$ cat src/rtl/seq_booth_multiplier.sv
// seq_booth_multiplier
// Iterative radix-2 Booth multiplier. It holds one operand pair at a time and
// retires one Booth step per write_clock edge. Operands are widened by one bit
// so that signed and unsigned modes share the same datapath. The product
// register holds its value until the consumer takes it.
//
// state | meaning
// ------+------------------------------------------------------------
// IDLE  | in_ready high, waiting for an operand pair
// RUN   | one Booth step per edge, WIDTH+1 steps in total
// DONE  | out_valid high, product held until out_ready
module seq_booth_multiplier #(
  parameter int WIDTH = 32
) (
  input  logic               write_clock,
  input  logic               rst,
  input  logic               in_valid,
  output logic               in_ready,
  input  logic [WIDTH-1:0]   x,
  input  logic [WIDTH-1:0]   y,
  input  logic               is_signed,
  output logic               out_valid,
  input  logic               out_ready,
  output logic [2*WIDTH-1:0] product,
  output logic               busy
);

  // Extended operand width, partial-product register width, step counter width
  localparam int EW = WIDTH + 1;
  localparam int PW = 2 * EW + 1;
  localparam int CW = $clog2(WIDTH + 1);
  localparam logic [CW-1:0] LAST_STEP = CW'(WIDTH);

  typedef enum logic [1:0] {
    IDLE = 2'b00,
    RUN  = 2'b01,
    DONE = 2'b10
  } state_t;

  state_t        state;
  logic [EW-1:0] a_reg;
  logic [PW-1:0] p_reg;
  logic [CW-1:0] count;

  logic [EW-1:0] x_ext;
  logic [EW-1:0] y_ext;
  logic [EW-1:0] upper;
  logic [EW-1:0] upper_next;
  logic [PW-1:0] p_next;

  // Widen operands by one bit: sign bit copied in signed mode, zero otherwise
  always_comb begin
    x_ext = {is_signed & x[WIDTH-1], x};
    y_ext = {is_signed & y[WIDTH-1], y};
  end

  // One Booth step: recode P[1:0], add/subtract A in the upper field, then shift
  always_comb begin
    upper      = p_reg[PW-1 -: EW];
    upper_next = upper;
    case (p_reg[1:0])
      2'b01:   upper_next = upper + a_reg;
      2'b10:   upper_next = upper - a_reg;
      default: upper_next = upper;
    endcase
    // Arithmetic right shift of {upper_next, p_reg[EW:0]}; carry out of the
    // upper field is dropped on purpose, the widened operands cannot overflow it
    p_next = {upper_next[EW-1], upper_next, p_reg[EW:1]};
  end

  // Control FSM with registered handshake outputs and the datapath registers
  always_ff @(posedge write_clock or posedge rst) begin
    if (rst) begin
      state     <= IDLE;
      in_ready  <= 1'b1;
      out_valid <= 1'b0;
      busy      <= 1'b0;
      product   <= '0;
      count     <= '0;
      a_reg     <= '0;
      p_reg     <= '0;
    end else begin
      case (state)
        IDLE: begin
          if (in_valid) begin
            a_reg    <= x_ext;
            p_reg    <= {{EW{1'b0}}, y_ext, 1'b0};
            count    <= '0;
            state    <= RUN;
            in_ready <= 1'b0;
            busy     <= 1'b1;
          end
        end
        RUN: begin
          p_reg <= p_next;
          if (count == LAST_STEP) begin
            // Last step: the shifted P already holds the finished product
            product   <= p_next[2*WIDTH:1];
            out_valid <= 1'b1;
            state     <= DONE;
          end else begin
            count <= count + CW'(1);
          end
        end
        DONE: begin
          // in_ready is raised only after leaving DONE, so no same-edge accept
          if (out_ready) begin
            state     <= IDLE;
            out_valid <= 1'b0;
            in_ready  <= 1'b1;
            busy      <= 1'b0;
          end
        end
        default: begin
          state     <= IDLE;
          in_ready  <= 1'b1;
          out_valid <= 1'b0;
          busy      <= 1'b0;
        end
      endcase
    end
  end

endmodule

$ cat config.mk
export PLATFORM = sky130hd
export DESIGN_NAME = seq_booth_multiplier
export DESIGN_NICKNAME = d
export VERILOG_FILES = /design/src/rtl/seq_booth_multiplier.sv
export SDC_FILE = /design/constraint.sdc
export NUM_CORES = 1
export LEC_CHECK = 0
export CORE_MARGIN = 1.5
export CORE_UTILIZATION = 35
export DETAILED_ROUTE_END_ITERATION = 6
export GPL_TIMING_DRIVEN = 0
export SETUP_SLACK_MARGIN = 0.15
export SYNTH_ARGS = -nofsm -noshare
export SYNTH_HDL_FRONTEND = slang
export SYNTH_SLANG_ARGS = --single-unit
$ cat constraint.sdc
create_clock -name write_clock -period 13.9 [get_ports write_clock]
set_clock_uncertainty 0.05 [all_clocks]
set_input_delay 3.475 -clock write_clock [delete_from_list [all_inputs] [get_ports write_clock]]
set_output_delay 3.475 -clock write_clock [all_outputs]
set_load 0.1 [all_outputs]
==> results of run 1 <==
==> cells by family after synthesis <==
group	count (synthesis)
muxes	10
DFF	174
buffers and inverters	83
xor gates and xnor gates	59
and+or+nand+nor	529
adders and majority gates	37
AOI/OAI and AO/OA	250
==> cells in the mapped netlist (all sizes together), types with 2 or more instances <==
cell type    n  area share
nand2      322        0.13
dfrtp      173        0.46
nor2        94       0.038
o21ai       89       0.047
a21oi       71       0.038
clkbuf      58       0.023
xnor2       47       0.044
a31oi       43       0.028
nand3       41       0.022
ha          36       0.048
inv         19      0.0075
nor3        16      0.0085
xor2        12       0.011
nand2b       9      0.0059
nor2b        9      0.0059
a21o         8      0.0063
nand4        8      0.0053
and3         7      0.0046
mux2i        7      0.0074
o31ai        7      0.0055
a211oi       6      0.0048
o211ai       6      0.0048
or3          6      0.0050
buf          5      0.0020
nor4         5      0.0033
and2         4      0.0029
nor3b        4      0.0049
mux2         3      0.0036
or4          3      0.0024
a221oi       2      0.0018
o2111ai      2      0.0018
o21a         2      0.0016
o22ai        2      0.0013
==> path summary, 6_finish.rpt <==
| kind | startpoint | end |
|---|---|---|
| worst max-delay path | in_ready$_DFFE_PP1P_ | in_ready |
| worst min-delay path | product[11]$_DFFE_PP0P_ | product[11]$_DFFE_PP0P_ |
| worst max register to register | a_reg[2]$_DFFE_PP0P_ | p_reg[64]$_DFFE_PP0P_ |
| worst min register to register | product[11]$_DFFE_PP0P_ | product[11]$_DFFE_PP0P_ |
| max in group asynchronous | rst | a_reg[0]$_DFFE_PP0P_ |
| min in group asynchronous | rst | product[1]$_DFFE_PP0P_ |
==> through the flow <==
step                cells   util  worst slack (ns)  instance area, um^2
floorplan            1142      -              5.66                 9480
global placement     1618  0.421              3.20                11300
detailed placement   1619  0.422              7.85                11300
CTS                  1651  0.446              8.23                11900
global route         1652  0.446              8.21                11900
finish               1652  0.446              8.25                11900
==> layout make-up <==
class	count	area share
multi-input combinational	885	0.403
sequential	174	0.365
timing repair buffer	136	0.116
tap	341	0.0358
clock buffer	17	0.0357
buffer	63	0.0198
clock inverter	15	0.0177
inverter	20	0.00692
antenna	1	0.000210
==> metal layers <==
layer,vias to the layer above,global-route usage,part of all wire
met5,-,0,0
met4,0,0.0497,0.012
met3,21,0.0347,0.050
met2,220,0.294,0.44
met1,3965,0.292,0.50
li1,4205,-,-
==> impl_metrics.xml, run 1 <==
<?xml version="1.0" encoding="UTF-8"?>
<metrics>
  <group name="clock_network">
    <metric name="clock_tree_from_tritoncts" unit="">yes</metric>
    <metric name="numCtsBuffers" unit="">17</metric>
    <metric name="clock_insertion_delay_worst_skew" unit="ns">0.44</metric>
    <metric name="post-cts-setup-buffers" unit="">0</metric>
    <metric name="clockBufferDepth" unit="">2</metric>
    <metric name="clkTransAtPathRegs" unit="ns">0.09</metric>
    <metric name="cts.sink_count" unit="">174</metric>
    <metric name="cts.repair.resized" unit="">0</metric>
    <metric name="maximum_level_of_the_cts_h_tree" unit="">4</metric>
    <metric name="cts_hold_repair.buffers" unit="">0</metric>
    <metric name="cts_root_buf" unit="">sky130_fd_sc_hd__clkbuf_16</metric>
  </group>
  <group name="floorplanning">
    <metric name="fp.dieArea" unit="mm^2">0.0281</metric>
    <metric name="placement_rows" unit="">60</metric>
    <metric name="floorplan.io_pins" unit="">136</metric>
    <metric name="die_h" unit="um">168</metric>
    <metric name="chipWidth" unit="um">168</metric>
    <metric name="design.core.area" unit="mm^2">0.0267</metric>
    <metric name="initial_utilization" unit="">0.355</metric>
  </group>
  <group name="detailed_routing">
    <metric name="routed_via_density" unit="">5.09</metric>
    <metric name="route.vias.total" unit="">8411</metric>
    <metric name="wl" unit="um">26900</metric>
    <metric name="route.detailed.wl_per_inst" unit="um">16.3</metric>
    <metric name="remaining_drc_errors" unit="">0</metric>
    <metric name="drt_pass1_iterations" unit="">5</metric>
    <metric name="dr.first_iter.drc_count" unit="">556</metric>
    <metric name="remaining_antenna_violation_count_after_routing" unit="">0</metric>
  </group>
  <group name="setup_path">
    <metric name="critPathMaxStageDelay" unit="ns">1.14</metric>
    <metric name="worstRegToRegCells" unit="">17</metric>
    <metric name="worstPathRequired" unit="ns">10.38</metric>
    <metric name="crit_type" unit="">flop to output pin</metric>
    <metric name="cp-end-kind" unit="">output pin</metric>
    <metric name="timing.critical_path.arrival" unit="ns">2.12</metric>
    <metric name="setup.reg_to_reg.worst_slack" unit="ns">9.12</metric>
    <metric name="cp-start-kind" unit="">flop</metric>
    <metric name="worst_path_bufs_invs" unit="">1</metric>
    <metric name="crit_slowest_cell" unit="">sky130_fd_sc_hd__clkdlybuf4s50_1</metric>
    <metric name="path_depth" unit="">1</metric>
    <metric name="crit_chain" unit="">clkdlybuf4s50_1</metric>
    <metric name="crit_path_max_fanout" unit="">3</metric>
    <metric name="timing.critical_path.max_delay_family" unit="">buffers and inverters</metric>
  </group>
  <group name="run_status">
    <metric name="outcome" unit="">complete, no violations</metric>
  </group>
  <group name="sta">
    <metric name="setup_viol_count_final" unit="">0</metric>
    <metric name="slew-limit-headroom" unit="">0.306</metric>
    <metric name="grt_setup_unrepaired" unit="">no</metric>
    <metric name="post-route-min-period" unit="ns">5.65</metric>
    <metric name="fmax" unit="GHz">0.177</metric>
    <metric name="slew_violations" unit="">0</metric>
    <metric name="holdWs" unit="ns">0.428</metric>
    <metric name="timing.final.hold_violations" unit="">0</metric>
    <metric name="max_slew.worst_pin.slew" unit="ns">1.04</metric>
    <metric name="post-route-period-util" unit="">0.406</metric>
    <metric name="fin_tns_setup" unit="ns">0</metric>
  </group>
  <group name="global_route">
    <metric name="grt_pass1_vias" unit="">8095</metric>
    <metric name="track_usage" unit="">0.196</metric>
    <metric name="grt_first_pass_wirelength" unit="um">43500</metric>
    <metric name="grt_start_max_net_pins" unit="">117</metric>
    <metric name="antenna_found_initial" unit="">1</metric>
    <metric name="grt_overflow" unit="">0</metric>
  </group>
  <group name="final_layout">
    <metric name="n_fill_cell" unit="">2689</metric>
    <metric name="final_common_cell" unit="">sky130_fd_sc_hd__nand2_1</metric>
    <metric name="largest_reg_flops" unit="">66</metric>
    <metric name="area_growth_syn_to_layout" unit="%">25.9</metric>
    <metric name="drive_gt1_frac" unit="">0.0382</metric>
    <metric name="fin_nets" unit="">1403</metric>
    <metric name="multi_input_area" unit="mm^2">0.00481</metric>
    <metric name="seqCellArea" unit="mm^2">0.00436</metric>
    <metric name="layout_common_cells" unit="">sky130_fd_sc_hd__nand2_1 (321), sky130_fd_sc_hd__dfrtp_1 (173), sky130_fd_sc_hd__clkdlybuf4s50_1 (135)</metric>
  </group>
  <group name="yosys">
    <metric name="synth_compound_area_frac" unit="">0.153</metric>
    <metric name="synthSimpleGateAreaFrac" unit="">0.239</metric>
    <metric name="ys.warnings.count" unit="">0</metric>
    <metric name="yosys_most_used_dff" unit="">sky130_fd_sc_hd__dfrtp_1</metric>
    <metric name="synth-adder-area-share" unit="">0.0496</metric>
    <metric name="muxShareOfSynthArea" unit="">0.0110</metric>
    <metric name="syn-instance-count" unit="">1142</metric>
    <metric name="synth_cell_types" unit="">59</metric>
    <metric name="number_of_synthesized_flops_with_an_enable_pin" unit="">0</metric>
    <metric name="yosys.area_share.xor_xnor" unit="">0.0553</metric>
    <metric name="post_synth.cell_area_avg" unit="um^2">8.30</metric>
    <metric name="main_combinational_cell_family_by_area_after_synthesis" unit="">simple AND/OR/NAND/NOR gates</metric>
    <metric name="yosysSeqAreaShare" unit="">0.460</metric>
    <metric name="syn_nets" unit="">1248</metric>
    <metric name="mappedNetlistArea" unit="mm^2">0.00948</metric>
    <metric name="yosys_register_bits" unit="">174</metric>
    <metric name="synthArstFlopShare" unit="">1.00</metric>
  </group>
  <group name="worst_hold_path">
    <metric name="hold_path_class" unit="">flop to flop</metric>
    <metric name="whs_path_depth" unit="">2</metric>
  </group>
  <group name="job">
    <metric name="max_cap_violations" unit="">0</metric>
  </group>
  <group name="placement">
    <metric name="dp_hpwl" unit="um">20600</metric>
    <metric name="port-buffer-count" unit="">135</metric>
    <metric name="gpl.final_weighted_congestion" unit="">0.893</metric>
  </group>
</metrics>
Power of run 1 is not shown: default switching activity piles up to over one toggle a cycle in this logic, so the estimate is an artifact.
==> run 2, diff against run 1 <==
==> constraint.sdc (replaced) <==
create_clock -name write_clock -period 5.5 [get_ports write_clock]
set_clock_uncertainty 0.05 [all_clocks]
set_input_delay 1.375 -clock write_clock [delete_from_list [all_inputs] [get_ports write_clock]]
set_output_delay 1.375 -clock write_clock [all_outputs]
set_load 0.1 [all_outputs]
==> impl_metrics.xml, run 2 (synthesis gave the netlist of run 1 again) <==
<?xml version="1.0" encoding="UTF-8"?>
<metrics>
  <group name="run_status">
    <metric name="outcome" unit="">complete, no violations</metric>
  </group>
  <group name="setup_path">
    <metric name="critPathMaxStageDelay" unit="ns">0.47</metric>
    <metric name="crit_type" unit="">flop to flop</metric>
    <metric name="cp-start-kind" unit="">flop</metric>
    <metric name="crit_chain" unit="">or3_4 &gt; or4_1 &gt; or3_4 &gt; nor2_4 &gt; and2_4 &gt; nor2b_1 &gt; nor2_1 &gt; xnor2_1 &gt; ha_1 &gt; a21oi_1 &gt; o21ai_1 &gt; a21o_1 &gt; a221o_1 &gt; or3_1 &gt; a31o_1 &gt; a31oi_1 &gt; xnor2_1 &gt; a21oi_1</metric>
    <metric name="timing.critical_path.arrival" unit="ns">5.04</metric>
    <metric name="crit_path_max_fanout" unit="">5</metric>
    <metric name="timing.critical_path.max_delay_family" unit="">simple AND/OR/NAND/NOR gates</metric>
    <metric name="crit_slowest_cell" unit="">sky130_fd_sc_hd__or4_1</metric>
    <metric name="cp-end-kind" unit="">flop</metric>
    <metric name="worstPathRequired" unit="ns">5.75</metric>
    <metric name="worst_path_bufs_invs" unit="">0</metric>
  </group>
  <group name="job">
    <metric name="max_cap_violations" unit="">0</metric>
  </group>
  <group name="sta">
    <metric name="slew_violations" unit="">0</metric>
    <metric name="slew-limit-headroom" unit="">0.302</metric>
    <metric name="post-route-period-util" unit="">0.870</metric>
    <metric name="timing.final.hold_violations" unit="">0</metric>
    <metric name="fmax" unit="GHz">0.209</metric>
    <metric name="max_slew.worst_pin.slew" unit="ns">1.04</metric>
    <metric name="fin_ws" unit="ns">0.715</metric>
    <metric name="fin_tns_setup" unit="ns">0</metric>
    <metric name="holdWs" unit="ns">0.427</metric>
    <metric name="setup_viol_count_final" unit="">0</metric>
    <metric name="grt_setup_unrepaired" unit="">no</metric>
    <metric name="post-route-min-period" unit="ns">4.79</metric>
  </group>
  <group name="clock_network">
    <metric name="numCtsBuffers" unit="">17</metric>
    <metric name="post-cts-setup-buffers" unit="">0</metric>
    <metric name="clkTransAtPathRegs" unit="ns">0.09</metric>
    <metric name="cts_root_buf" unit="">sky130_fd_sc_hd__clkbuf_16</metric>
    <metric name="clockBufferDepth" unit="">2</metric>
    <metric name="clock_tree_from_tritoncts" unit="">yes</metric>
    <metric name="cts_hold_repair.buffers" unit="">0</metric>
    <metric name="clock_insertion_delay_worst_skew" unit="ns">0.44</metric>
    <metric name="cts.repair.resized" unit="">0</metric>
    <metric name="cts.sink_count" unit="">174</metric>
    <metric name="maximum_level_of_the_cts_h_tree" unit="">4</metric>
  </group>
  <group name="detailed_routing">
    <metric name="dr.first_iter.drc_count" unit="">576</metric>
    <metric name="route.detailed.wl_per_inst" unit="um">16.4</metric>
    <metric name="remaining_antenna_violation_count_after_routing" unit="">0</metric>
    <metric name="route.vias.total" unit="">8527</metric>
    <metric name="routed_via_density" unit="">5.16</metric>
    <metric name="remaining_drc_errors" unit="">0</metric>
    <metric name="wl" unit="um">27100</metric>
    <metric name="drt_pass1_iterations" unit="">5</metric>
  </group>
  <group name="final_layout">
    <metric name="area_growth_syn_to_layout" unit="%">26.3</metric>
    <metric name="drive_gt1_frac" unit="">0.0404</metric>
    <metric name="finished_cell_area" unit="mm^2">0.0120</metric>
    <metric name="final_common_cell" unit="">sky130_fd_sc_hd__nand2_1</metric>
    <metric name="layout_common_cells" unit="">sky130_fd_sc_hd__nand2_1 (321), sky130_fd_sc_hd__dfrtp_1 (173), sky130_fd_sc_hd__clkdlybuf4s50_1 (135)</metric>
    <metric name="antenna-diode-count" unit="">0</metric>
    <metric name="fin_nets" unit="">1406</metric>
    <metric name="largest_reg_flops" unit="">66</metric>
  </group>
  <group name="placement">
    <metric name="pre_cts_ws" unit="ns">0.728</metric>
    <metric name="dpl_cell_area" unit="mm^2">0.0113</metric>
    <metric name="dp_hpwl" unit="um">20800</metric>
    <metric name="gpl.final_weighted_congestion" unit="">0.897</metric>
    <metric name="port-buffer-count" unit="">135</metric>
  </group>
  <group name="floorplanning">
    <metric name="floorplan.io_pins" unit="">136</metric>
    <metric name="chipWidth" unit="um">168</metric>
    <metric name="placement_rows" unit="">60</metric>
    <metric name="fp.dieArea" unit="mm^2">0.0281</metric>
    <metric name="initial_utilization" unit="">0.355</metric>
    <metric name="die_h" unit="um">168</metric>
    <metric name="design.core.area" unit="mm^2">0.0267</metric>
  </group>
  <group name="worst_hold_path">
    <metric name="hold_path_class" unit="">flop to flop</metric>
  </group>
  <group name="global_route">
    <metric name="grt_first_pass_wirelength" unit="um">44000</metric>
    <metric name="grt_start_max_net_pins" unit="">43</metric>
    <metric name="antenna_found_initial" unit="">0</metric>
    <metric name="grt_overflow" unit="">0</metric>
    <metric name="grt_pass1_vias" unit="">8008</metric>
    <metric name="track_usage" unit="">0.199</metric>
  </group>
</metrics>
-- run 2: changes by cell type in the layout (fill, tap and decap cells not counted), sizes merged --
cell,previous run,this run
buf,6,9
clkinv,11,10
clkinvlp,0,1
diode,1,0
-- run 2: worst min-delay path, delay by kind of cell (launching register included) --
family,cells,cell delay (ns)
simple gates,2,0.10
flops,1,0.35
-- run 2: area by class of cell --
class / count / area, um^2
Fill cell: 2694 / 14800
Multi-Input combinational cell: 885 / 4810
Sequential cell: 174 / 4360
Timing Repair Buffer: 139 / 1430
Tap cell: 341 / 427
Clock buffer: 17 / 425
Buffer: 63 / 236
Clock inverter: 15 / 206
Inverter: 20 / 78.8
-- run 2: final timing paths --
path | slack (ns) | depth (start not counted) | endpoint | startpoint
worst max-delay path | 0.71 | 18 | p_reg[65]$_DFFE_PP0P_ | a_reg[2]$_DFFE_PP0P_
max in group asynchronous | 3.22 | 4 | in_ready$_DFFE_PP1P_ | rst
worst min register to register | 0.43 | 2 | product[11]$_DFFE_PP0P_ | product[11]$_DFFE_PP0P_
min in group asynchronous | 1.28 | 2 | product[51]$_DFFE_PP0P_ | rst
worst min-delay path | 0.43 | 2 | product[11]$_DFFE_PP0P_ | product[11]$_DFFE_PP0P_
worst max register to register | 0.71 | 18 | p_reg[65]$_DFFE_PP0P_ | a_reg[2]$_DFFE_PP0P_
-- run 2: through the flow --
stage,instances,utilization
finish,1654,0.448
global route,1654,0.448
CTS,1654,0.448
detailed placement,1622,0.424
global placement,1618,0.421
floorplan,1142,-
-- run 2: layer usage --
| metal | vias up | part of all wire | global-route usage |
|---|---|---|---|
| met2 | 201 | 0.43 | 0.295 |
| met3 | 12 | 0.047 | 0.0317 |
| met4 | 0 | 0.0092 | 0.0474 |
| met1 | 4106 | 0.51 | 0.301 |
| li1 | 4208 | - | - |
| met5 | - | 0 | 0 |
Power of run 2 is left out for the same reason.
==> run 3, diff against run 2 <==
--- a/config.mk
+++ b/config.mk
@@ -5,6 +5,7 @@
 export SDC_FILE = /design/constraint.sdc
 export NUM_CORES = 1
 export LEC_CHECK = 0
+export ABC_AREA = 1
 export CORE_MARGIN = 1.5
 export CORE_UTILIZATION = 35
 export DETAILED_ROUTE_END_ITERATION = 6
==> impl_metrics.xml, run 3 <==
<?xml version="1.0" encoding="UTF-8"?>
<metrics>
  <group name="run_status">
    <metric name="outcome" unit="">complete, no violations</metric>
  </group>
  <group name="yosys">
    <metric name="synthArstFlopShare" unit="">1.00</metric>
    <metric name="synth_commonest_cells" unit="">sky130_fd_sc_hd__nand2_1 (524), sky130_fd_sc_hd__inv_1 (233), sky130_fd_sc_hd__dfrtp_1 (173)</metric>
    <metric name="synthSimpleGateAreaFrac" unit="">0.290</metric>
    <metric name="synth-adder-area-share" unit="">0.0443</metric>
    <metric name="synth_top_area_share" unit="">0.408</metric>
    <metric name="synth_compound_area_frac" unit="">0.106</metric>
    <metric name="synth_top_cell_by_area" unit="">sky130_fd_sc_hd__dfrtp_1</metric>
    <metric name="post-synth-top-count-cell" unit="">sky130_fd_sc_hd__nand2_1</metric>
    <metric name="synth_cell_types" unit="">46</metric>
    <metric name="number_of_synthesized_flops_with_an_enable_pin" unit="">0</metric>
    <metric name="post_synth.cell_area_avg" unit="um^2">7.14</metric>
    <metric name="muxShareOfSynthArea" unit="">0.00471</metric>
    <metric name="yosys_register_bits" unit="">174</metric>
    <metric name="ys.warnings.count" unit="">0</metric>
    <metric name="mappedNetlistArea" unit="mm^2">0.0106</metric>
    <metric name="main_combinational_cell_family_by_area_after_synthesis" unit="">simple AND/OR/NAND/NOR gates</metric>
    <metric name="yosys.area_share.xor_xnor" unit="">0.0355</metric>
    <metric name="yosysSeqAreaShare" unit="">0.410</metric>
    <metric name="yosys_most_used_dff" unit="">sky130_fd_sc_hd__dfrtp_1</metric>
    <metric name="yosys-top-cells-area" unit="">sky130_fd_sc_hd__dfrtp_1 (41%), sky130_fd_sc_hd__nand2_1 (19%), sky130_fd_sc_hd__inv_1 (8.2%)</metric>
    <metric name="syn_nets" unit="">1594</metric>
    <metric name="syn-instance-count" unit="">1488</metric>
  </group>
  <group name="clock_network">
    <metric name="clkTransAtPathRegs" unit="ns">0.08</metric>
    <metric name="maximum_level_of_the_cts_h_tree" unit="">4</metric>
    <metric name="clock_insertion_delay_worst_skew" unit="ns">0.44</metric>
    <metric name="clock_tree_from_tritoncts" unit="">yes</metric>
    <metric name="clockBufferDepth" unit="">2</metric>
    <metric name="post-cts-setup-buffers" unit="">0</metric>
    <metric name="cts.sink_count" unit="">174</metric>
    <metric name="cts.repair.resized" unit="">0</metric>
    <metric name="cts_hold_repair.buffers" unit="">0</metric>
    <metric name="cts_root_buf" unit="">sky130_fd_sc_hd__clkbuf_16</metric>
    <metric name="numCtsBuffers" unit="">17</metric>
  </group>
  <group name="floorplanning">
    <metric name="placement_rows" unit="">63</metric>
    <metric name="design.core.area" unit="mm^2">0.0297</metric>
    <metric name="chipWidth" unit="um">177</metric>
    <metric name="die_h" unit="um">177</metric>
    <metric name="floorplan.io_pins" unit="">136</metric>
    <metric name="initial_utilization" unit="">0.357</metric>
    <metric name="fp.dieArea" unit="mm^2">0.0314</metric>
  </group>
  <group name="global_route">
    <metric name="grt_pass1_vias" unit="">9157</metric>
    <metric name="grt_first_pass_wirelength" unit="um">50100</metric>
    <metric name="antenna_found_initial" unit="">0</metric>
    <metric name="track_usage" unit="">0.208</metric>
    <metric name="grt_start_max_net_pins" unit="">41</metric>
    <metric name="grt_overflow" unit="">0</metric>
  </group>
  <group name="final_layout">
    <metric name="final_common_cell" unit="">sky130_fd_sc_hd__nand2_1</metric>
    <metric name="area_growth_syn_to_layout" unit="%">24.1</metric>
    <metric name="fin_nets" unit="">1752</metric>
    <metric name="drive_gt1_frac" unit="">0.0633</metric>
    <metric name="n_fill_cell" unit="">3086</metric>
    <metric name="largest_reg_flops" unit="">66</metric>
    <metric name="antenna-diode-count" unit="">0</metric>
    <metric name="layout_common_cells" unit="">sky130_fd_sc_hd__nand2_1 (524), sky130_fd_sc_hd__inv_1 (232), sky130_fd_sc_hd__dfrtp_1 (173)</metric>
  </group>
  <group name="detailed_routing">
    <metric name="route.vias.total" unit="">9637</metric>
    <metric name="wl" unit="um">31400</metric>
    <metric name="dr.first_iter.drc_count" unit="">684</metric>
    <metric name="routed_via_density" unit="">4.70</metric>
    <metric name="remaining_drc_errors" unit="">0</metric>
    <metric name="drt_pass1_iterations" unit="">7</metric>
    <metric name="route.detailed.wl_per_inst" unit="um">15.3</metric>
    <metric name="remaining_antenna_violation_count_after_routing" unit="">0</metric>
  </group>
  <group name="sta">
    <metric name="post-route-min-period" unit="ns">3.63</metric>
    <metric name="slew-limit-headroom" unit="">0.296</metric>
    <metric name="fmax" unit="GHz">0.276</metric>
    <metric name="timing.final.hold_violations" unit="">0</metric>
    <metric name="fin_tns_setup" unit="ns">0</metric>
    <metric name="grt_setup_unrepaired" unit="">no</metric>
    <metric name="slew_violations" unit="">0</metric>
    <metric name="post-route-period-util" unit="">0.659</metric>
    <metric name="setup_viol_count_final" unit="">0</metric>
    <metric name="max_slew.worst_pin.slew" unit="ns">1.05</metric>
  </group>
  <group name="setup_path">
    <metric name="cp-end-kind" unit="">flop</metric>
    <metric name="crit_path_max_fanout" unit="">5</metric>
    <metric name="timing.critical_path.arrival" unit="ns">3.90</metric>
    <metric name="cp-start-kind" unit="">flop</metric>
    <metric name="crit_type" unit="">flop to flop</metric>
    <metric name="worstPathRequired" unit="ns">5.77</metric>
  </group>
  <group name="worst_hold_path">
    <metric name="hold_path_class" unit="">flop to flop</metric>
  </group>
  <group name="placement">
    <metric name="dp_hpwl" unit="um">24800</metric>
    <metric name="gpl.final_weighted_congestion" unit="">0.911</metric>
    <metric name="port-buffer-count" unit="">135</metric>
  </group>
  <group name="job">
    <metric name="max_cap_violations" unit="">0</metric>
  </group>
</metrics>
-- run 3: changes by cell type after synthesis, sizes merged, moves of 14 or more --
cell	before	now
a21oi	71	28
clkbuf	58	27
o211ai	6	30
or2	0	14
buf	5	24
xor2	12	39
nor2	94	79
nand3	41	95
nand2	322	531
xnor2	47	4
inv	19	238
o21ai	89	112
a31oi	43	3
-- run 3: metal layers --
layer	up-vias	track usage	part of all wire
met4	0	0.0417	0.0082
met1	4412	0.310	0.50
met5	-	0	0
met3	18	0.0273	0.050
met2	212	0.322	0.44
li1	4995	-	-
-- run 3: worst max-delay path, stage by stage (launching register included) --
cell                      delay [ns]
sky130_fd_sc_hd__dfrtp_1        0.43
sky130_fd_sc_hd__inv_1          0.13
sky130_fd_sc_hd__ha_1           0.20
sky130_fd_sc_hd__nand3_2        0.11
sky130_fd_sc_hd__nor2_2         0.18
sky130_fd_sc_hd__nand4_2        0.14
sky130_fd_sc_hd__o21ai_2        0.18
sky130_fd_sc_hd__nand2_1        0.14
sky130_fd_sc_hd__nor2_1         0.16
sky130_fd_sc_hd__xor2_1         0.25
sky130_fd_sc_hd__ha_1           0.35
sky130_fd_sc_hd__a21oi_1        0.21
sky130_fd_sc_hd__nor2_1         0.06
sky130_fd_sc_hd__nor2_1         0.10
sky130_fd_sc_hd__nand2_1        0.07
sky130_fd_sc_hd__a21oi_1        0.25
sky130_fd_sc_hd__nand2_1        0.08
sky130_fd_sc_hd__nand2_1        0.06
sky130_fd_sc_hd__nand3_1        0.10
sky130_fd_sc_hd__nand3_1        0.18
sky130_fd_sc_hd__nand2_1        0.06
-- run 3: final cells by class --
class | instances | area, um^2 | share of cell area
inverters | 238 | 897 | 0.0681
well taps | 390 | 488 | 0.0370
clock inverters | 14 | 194 | 0.0147
flip-flops and latches | 174 | 4360 | 0.331
repair buffers | 139 | 1430 | 0.109
plain buffers | 51 | 264 | 0.0200
clock buffers | 18 | 439 | 0.0333
multi-input cells | 1025 | 5100 | 0.388
-- run 3: cells by family (layout without fill, tap and decap cells) --
family / after synthesis / after routing
AO/OA/AOI/OAI: 193 / 193
multiplexers: 5 / 5
flip-flops: 174 / 174
buffers and inverters: 289 / 460
XOR/XNOR: 43 / 43
adder cells (fa/ha/maj): 37 / 37
AND/OR/NAND/NOR: 747 / 747
-- run 3: path summary, 6_finish.rpt --
check / start / to / slack [ns] / depth (start not counted)
worst min-delay path: in_ready$_DFFE_PP1P_ / in_ready$_DFFE_PP1P_ / 0.42 / 2
max in group asynchronous: rst / p_reg[63]$_DFFE_PP0P_ / 3.09 / 4
worst max-delay path: a_reg[0]$_DFFE_PP0P_ / product[61]$_DFFE_PP0P_ / 1.87 / 20
worst max register to register: a_reg[0]$_DFFE_PP0P_ / product[61]$_DFFE_PP0P_ / 1.87 / 20
min in group asynchronous: rst / product[24]$_DFFE_PP0P_ / 1.42 / 2
worst min register to register: in_ready$_DFFE_PP1P_ / in_ready$_DFFE_PP1P_ / 0.42 / 2
-- run 3: stage by stage --
step                utilization  instance area (um^2)  setup slack, ns  hold slack (ns)  std cells
finish                    0.443                 13200             1.87            0.424       2049
global route              0.443                 13200             1.47            0.454       2049
CTS                       0.443                 13200             1.90            0.430       2049
detailed placement        0.422                 12500             1.92            0.412       2017
global placement          0.419                 12500            0.365            0.408       2013
floorplan                     -                 10600             1.85            0.419       1488
Power of run 3 is left out for the same reason.
